$ cat src/rtl/mem_loader_if.sv
// Byte-stream / memory-write bundle shared between the memory loader and its
// environment. The master side supplies the control request and the byte stream;
// the slave side, which is the loader, drives the memory write port and status.
interface mem_loader_if #(
    parameter int ADDRWIDTH = 8
);
    logic                 start;
    logic [ADDRWIDTH:0]   wordcount;
    logic                 byte_valid;
    logic [7:0]           byte_data;
    logic                 byte_ready;
    logic                 mem_we;
    logic [ADDRWIDTH-1:0] mem_addr;
    logic [31:0]          mem_wdata;
    logic                 core_nreset;
    logic                 busy;
    logic                 done;
    logic                 error;

    modport master (
        output start, wordcount, byte_valid, byte_data,
        input  byte_ready, mem_we, mem_addr, mem_wdata, core_nreset, busy, done, error
    );

    modport slave (
        input  start, wordcount, byte_valid, byte_data,
        output byte_ready, mem_we, mem_addr, mem_wdata, core_nreset, busy, done, error
    );
endinterface

$ cat src/rtl/mem_loader.sv
// Memory loader: gathers a little-endian byte stream into 32-bit words and writes
// them to consecutive word addresses starting at 0. It holds the riscv32s core in
// reset from power-up until a load completes. Every output is a register that is
// loaded with the value belonging to the state being entered.
module mem_loader #(
    parameter int ADDRWIDTH = 8,
    parameter int MEMDEPTH  = 256
) (
    input  logic          clock,
    input  logic          nreset,
    mem_loader_if.slave   bus
);

    typedef enum logic [1:0] {
        IDLE   = 2'd0,
        RECV   = 2'd1,
        WRITE  = 2'd2,
        FINISH = 2'd3
    } state_t;

    localparam logic [ADDRWIDTH:0] DEPTH_C = (ADDRWIDTH+1)'(MEMDEPTH);
    localparam logic [ADDRWIDTH:0] ONE_C   = (ADDRWIDTH+1)'(1);
    localparam logic [ADDRWIDTH:0] ZERO_C  = {(ADDRWIDTH+1){1'b0}};

    state_t               state_r;
    logic [ADDRWIDTH:0]   count_r;
    logic [ADDRWIDTH:0]   word_cnt_r;
    logic [1:0]           byte_cnt_r;
    logic [31:0]          asm_r;

    logic                 byte_ready_r;
    logic                 mem_we_r;
    logic [ADDRWIDTH-1:0] mem_addr_r;
    logic [31:0]          mem_wdata_r;
    logic                 core_nreset_r;
    logic                 busy_r;
    logic                 done_r;
    logic                 error_r;

    logic                 start_ok_s;
    logic [ADDRWIDTH:0]   next_word_s;
    logic                 byte_acc_s;
    logic [31:0]          asm_next_s;

    // Places byte b into lane idx of word; lane 0 is the least-significant byte.
    function automatic logic [31:0] insert_byte(input logic [31:0] word,
                                                input logic [1:0]  idx,
                                                input logic [7:0]  b);
        logic [31:0] res;
        res = word;
        case (idx)
            2'd0:    res[7:0]   = b;
            2'd1:    res[15:8]  = b;
            2'd2:    res[23:16] = b;
            2'd3:    res[31:24] = b;
            default: res        = word;
        endcase
        return res;
    endfunction

    assign start_ok_s  = (bus.wordcount != ZERO_C) && (bus.wordcount <= DEPTH_C);
    assign next_word_s = word_cnt_r + ONE_C;
    assign byte_acc_s  = bus.byte_valid && byte_ready_r;
    assign asm_next_s  = insert_byte(asm_r, byte_cnt_r, bus.byte_data);

    // Load sequencer: state, counters, assembly register and all registered outputs.
    always_ff @(posedge clock or negedge nreset) begin
        if (!nreset) begin
            state_r       <= IDLE;
            count_r       <= ZERO_C;
            word_cnt_r    <= ZERO_C;
            byte_cnt_r    <= 2'd0;
            asm_r         <= 32'd0;
            byte_ready_r  <= 1'b0;
            mem_we_r      <= 1'b0;
            mem_addr_r    <= {ADDRWIDTH{1'b0}};
            mem_wdata_r   <= 32'd0;
            core_nreset_r <= 1'b0;
            busy_r        <= 1'b0;
            done_r        <= 1'b0;
            error_r       <= 1'b0;
        end else begin
            // Strobes default low so each one lasts exactly one cycle.
            mem_we_r <= 1'b0;
            done_r   <= 1'b0;
            error_r  <= 1'b0;
            case (state_r)
                IDLE: begin
                    if (bus.start) begin
                        if (start_ok_s) begin
                            count_r       <= bus.wordcount;
                            word_cnt_r    <= ZERO_C;
                            byte_cnt_r    <= 2'd0;
                            asm_r         <= 32'd0;
                            core_nreset_r <= 1'b0;
                            byte_ready_r  <= 1'b1;
                            busy_r        <= 1'b1;
                            state_r       <= RECV;
                        end else begin
                            // Rejected request: core_nreset is deliberately untouched.
                            error_r <= 1'b1;
                        end
                    end
                end
                RECV: begin
                    // A stalled stream simply leaves everything as it is.
                    if (byte_acc_s) begin
                        asm_r      <= asm_next_s;
                        byte_cnt_r <= byte_cnt_r + 2'd1;
                        if (byte_cnt_r == 2'd3) begin
                            byte_ready_r <= 1'b0;
                            mem_we_r     <= 1'b1;
                            mem_addr_r   <= word_cnt_r[ADDRWIDTH-1:0];
                            mem_wdata_r  <= asm_next_s;
                            state_r      <= WRITE;
                        end
                    end
                end
                WRITE: begin
                    word_cnt_r <= next_word_s;
                    if (next_word_s == count_r) begin
                        done_r        <= 1'b1;
                        core_nreset_r <= 1'b1;
                        state_r       <= FINISH;
                    end else begin
                        byte_ready_r <= 1'b1;
                        state_r      <= RECV;
                    end
                end
                FINISH: begin
                    busy_r  <= 1'b0;
                    state_r <= IDLE;
                end
                default: begin
                    byte_ready_r <= 1'b0;
                    busy_r       <= 1'b0;
                    state_r      <= IDLE;
                end
            endcase
        end
    end

    assign bus.byte_ready  = byte_ready_r;
    assign bus.mem_we      = mem_we_r;
    assign bus.mem_addr    = mem_addr_r;
    assign bus.mem_wdata   = mem_wdata_r;
    assign bus.core_nreset = core_nreset_r;
    assign bus.busy        = busy_r;
    assign bus.done        = done_r;
    assign bus.error       = error_r;

endmodule

$ cat src/flat_wrapper.sv
// flat-port wrapper written by rule: the top's interface ports become plain ports
module mem_loader_flat 
#(
    parameter int ADDRWIDTH = 8,
    parameter int MEMDEPTH  = 256
)
  (clock, nreset, bus_start, bus_wordcount, bus_byte_valid, bus_byte_data, bus_byte_ready, bus_mem_we, bus_mem_addr, bus_mem_wdata, bus_core_nreset, bus_busy, bus_done, bus_error);
  mem_loader_if #(.ADDRWIDTH(ADDRWIDTH)) bus_i ();
  input  logic clock;
  input  logic nreset;
  input wire logic [$bits(bus_i.start)-1:0] bus_start;
  input wire logic [$bits(bus_i.wordcount)-1:0] bus_wordcount;
  input wire logic [$bits(bus_i.byte_valid)-1:0] bus_byte_valid;
  input wire logic [$bits(bus_i.byte_data)-1:0] bus_byte_data;
  output wire logic [$bits(bus_i.byte_ready)-1:0] bus_byte_ready;
  output wire logic [$bits(bus_i.mem_we)-1:0] bus_mem_we;
  output wire logic [$bits(bus_i.mem_addr)-1:0] bus_mem_addr;
  output wire logic [$bits(bus_i.mem_wdata)-1:0] bus_mem_wdata;
  output wire logic [$bits(bus_i.core_nreset)-1:0] bus_core_nreset;
  output wire logic [$bits(bus_i.busy)-1:0] bus_busy;
  output wire logic [$bits(bus_i.done)-1:0] bus_done;
  output wire logic [$bits(bus_i.error)-1:0] bus_error;
  assign bus_i.start = bus_start;
  assign bus_i.wordcount = bus_wordcount;
  assign bus_i.byte_valid = bus_byte_valid;
  assign bus_i.byte_data = bus_byte_data;
  assign bus_byte_ready = bus_i.byte_ready;
  assign bus_mem_we = bus_i.mem_we;
  assign bus_mem_addr = bus_i.mem_addr;
  assign bus_mem_wdata = bus_i.mem_wdata;
  assign bus_core_nreset = bus_i.core_nreset;
  assign bus_busy = bus_i.busy;
  assign bus_done = bus_i.done;
  assign bus_error = bus_i.error;
  mem_loader #(.ADDRWIDTH(ADDRWIDTH), .MEMDEPTH(MEMDEPTH)) u_core (.clock(clock), .nreset(nreset), .bus(bus_i));
endmodule
$ cat config.mk
export PLATFORM = sky130hd
export DESIGN_NAME = mem_loader_flat
export DESIGN_NICKNAME = d
export VERILOG_FILES = /design/src/rtl/mem_loader_if.sv /design/src/rtl/mem_loader.sv /design/src/flat_wrapper.sv
export SDC_FILE = /design/constraint.sdc
export NUM_CORES = 1
export LEC_CHECK = 0
export ABC_CLOCK_PERIOD_IN_PS = 2230
export BUFFER_PORTS_ARGS = -buffer_cell sky130_fd_sc_hd__buf_2
export CAP_MARGIN = 20
export CORE_MARGIN = 4
export CORE_UTILIZATION = 25
export DETAILED_ROUTE_END_ITERATION = 7
export GPL_TIMING_DRIVEN = 1
export HOLD_SLACK_MARGIN = 0.02
export SLEW_MARGIN = 10
export SYNTH_ARGS = -nofsm -noshare
export SYNTH_HDL_FRONTEND = slang
export SYNTH_SLANG_ARGS = --single-unit
$ cat constraint.sdc
create_clock -name clock -period 2.23 [get_ports clock]
set_input_delay 0.669 -clock clock [delete_from_list [all_inputs] [get_ports clock]]
set_output_delay 0.669 -clock clock [all_outputs]
set_load 0.02 [all_outputs]
==> key figures <==
Run status
  – Status: complete, no violations

Routing
  – Highest metal used: met4
  – Met2 WL: 5.327 mm
  – Vias/cell: 4.398
  – Vias: 3241
  – Drt first pass iters: 4
  – DR iter-0 viols: 175
  – Post-DRT Antenna Nets: 0
  – Met3 Wirelength: 417 um
  – # DRC: 0
  – Final WL: 10.10 mm
  – Per-cell routed wire length: 13.71 um
  – M1 WL: 4.338 mm

Synth
  – Most used DFF post-synth: dfrtp_1
  – Distinct cells, synth: 38
  – Seq/Total Area, Yosys: 54.62%
  – Synth top area share: 54.62%
  – Commonest cells in the netlist: nand2_1 (133), dfrtp_1 (92), o21ai_0 (57)
  – Mean Syn Cell Area: 9.515 um2
  – Netlist Area Pre-Place: 0.004215 mm2
  – Post-synthesis net count: 469
  – Synth Warn #: 0
  – Synth area leaders: dfrtp_1 (55%), nand2_1 (12%), o21ai_0 (6.8%)
  – Synth Instances: 443
  – Most numerous cell in the Yosys netlist: nand2_1
  – Largest area contributor in the netlist: dfrtp_1
  – Async set or reset register ratio after synthesis: 100.0%
  – Synth Register Bits: 92
  – EDFF count, synth: 0

Setup path
  – Crit path DAT: 2.37 ns
  – Launch point of the worst path: u_core.word_cnt_r[0]
  – Cell Chain, Critical Path: ha_1 -> xor3_1 -> or3_1 -> a21oi_1 -> o2111ai_1 -> o31a_1
  – Reg2reg start: u_core.word_cnt_r[0]
  – Slowest-stage cell, CP: dfrtp_1
  – Setup Crit Path Kind: register to register
  – Worst EP required: 2.45 ns
  – Startpoint Class: register
  – CP endpoint kind: register
  – CP peak stage delay: 0.40 ns
  – Worst-path fanout max: 4

Global routing
  – Initial antenna violation count: 0
  – Global-route wire length before repair: 16.33 mm
  – Largest net degree at the start of global routing: 43
  – Total grt overflow: 0
  – Vias in the first global route: 3205
  – GRT Util Overall: 10.98%

Pwr
  – Maximum VDD drop: 0.0005025 V
  – P per Cell Area: 1110 mW/mm2
  – Power Total: 5.809 mW
  – Lkg Pwr: 2.509 nW

STA
  – RSZ-0062 raised after global routing: false
  – Hold Violations, Final: 0
  – Post-route minimum period: 2.146 ns
  – Fmax: 466.0 MHz
  – Pins over their slew limit: 0
  – Worst Setup Slack, final: 0.08391 ns
  – Worst-Margin Slew: 0.7031 ns
  – Endpoints failing setup: 0
  – Layout Skew: 0.005786 ns
  – WHS: 0.2466 ns
  – Crit share post-route: 96.24%
  – Max transition margin: 52.95%

Worst hold path
  – Hold Crit Class: input pin to async pin

Floorplanning
  – # IOs: 67
  – CORE AREA: 0.01652 mm2
  – Cell Rows: 47
  – Starting Density: 25.51%
  – Die height: 137.9 um
  – DIE AREA: 0.01900 mm2
  – Die X: 137.9 um

Clocking
  – Clk slew on worst S/H paths: 0.07 ns
  – CTS tree: yes
  – Max Buffers Root-to-Sink: 2
  – Clock buffer count from CTS: 9
  – CTS sink cnt: 92
  – Clock root buffer: clkbuf_16
  – Worst-Skew Late Latency: 0.34 ns
  – CTS HTree Levels: 3
  – Hold buffers post-CTS: 0

Final layout
  – Final core occ: 31.68%
  – Storage element area: 0.002302 mm2
  – Area of the multi-input gates: 0.001759 mm2
  – # fillers: 1726
  – Antenna diodes: 0
  – Fin cells: 737
  – Share of post-route cells with drive strength above 1: 23.60%
  – Area grow syn2layout: 24.19%
  – Nets@finish: 538

Placed design
  – Port bufs: 66
  – Gpl congestion: 0.8228
  – DP Worst Slack: -0.3365 ns
  – Placed Cells: 721
  – DP HPWL: 7.662 mm

Run
  – Number of max-cap violations: 0
## critical path: cells and delay by family, from the launching register on
kind | cells | cell delay [ns]
compound gates | 3 | 0.74
xor+xnor | 1 | 0.36
fa+ha+maj | 1 | 0.22
flops | 1 | 0.40
simple gates | 1 | 0.32
## cell families (layout without fill, tap and decap cells)
group                    count (synthesis)  count (layout)  synth area share [%]
buffers and inverters                   41             115                 4.007
AO/OA/AOI/OAI                           83              83                 10.80
flip-flops                              92              92                 54.62
adder cells (fa/ha/maj)                  5               5                 1.484
XOR/XNOR                                14              14                 3.265
multiplexers                            34              34                 8.638
AND/OR/NAND/NOR                        174             174                 17.19
## worst paths after layout
kind                                          endpoint  slack, ns  cells after the start
worst max-delay path             u_core.bus.byte_ready       0.08                      6
worst min-delay path                 u_core.count_r[4]       0.25                      1
worst max register to register   u_core.bus.byte_ready       0.08                      6
worst min register to register  u_core.bus.mem_addr[3]       0.47                      2
max in group asynchronous             u_core.asm_r[23]       1.41                      2
min in group clock              u_core.bus.mem_addr[3]       0.47                      2
## registers in the layout, indices dropped and copies added, names as in the netlist, 2 cells and up
signal,cells
u_core.state_r,2
u_core.byte_cnt_r,2
u_core.word_cnt_r,9
u_core.asm_r,24
u_core.bus.mem_addr,8
u_core.bus.mem_wdata,32
u_core.count_r,9
## placed cells by master, fill, tap and decap left out, types with 6 or more instances in the layout
master / synthesis / final
nand2_1: 133 / 132
dfrtp_1: 92 / 92
buf_2: 0 / 65
o21ai_0: 57 / 56
buf_4: 0 / 25
mux2i_1: 24 / 24
nor2_1: 12 / 12
clkbuf_16: 0 / 9
nand3_1: 8 / 8
a21oi_1: 9 / 8
xnor2_1: 8 / 8
mux2_2: 7 / 7
inv_1: 6 / 6
a31oi_1: 6 / 6
## metal layers
| layer | GRT usage, % | up-vias |
|---|---|---|
| li1 | - | 1615 |
| met1 | 13.56 | 1556 |
| met2 | 19.41 | 68 |
| met3 | 2.685 | 2 |
| met4 | 2.415 | 0 |
| met5 | 0 | - |
## power by group
part	switching, mW	internal [mW]
logic	0.915	0.764
clock network	0.689	0.900
registers	0.390	2.15
## repair_timing
action,CTS,global route
resized for setup,0,1
setup buffers,0,0
setup endpoints to repair,0,7
## final cells by class
cell class | instances | area share [%]
clock buffer | 9 | 4.302
clock inverter | 7 | 1.793
inverter | 7 | 0.5019
multi-input combinational | 310 | 33.60
sequential | 92 | 43.98
tap | 220 | 5.258
timing repair buffer | 92 | 10.56
## per-stage QoR
step	TNS, ns	area, um2
after floorplan	-1.300	4224
after global placement	-8.629	4912
after detailed placement	-10.28	4912
after CTS	0	5231
after global routing	0	5235
final	0	5235
Note: power is estimated with default switching activity, not from simulation.
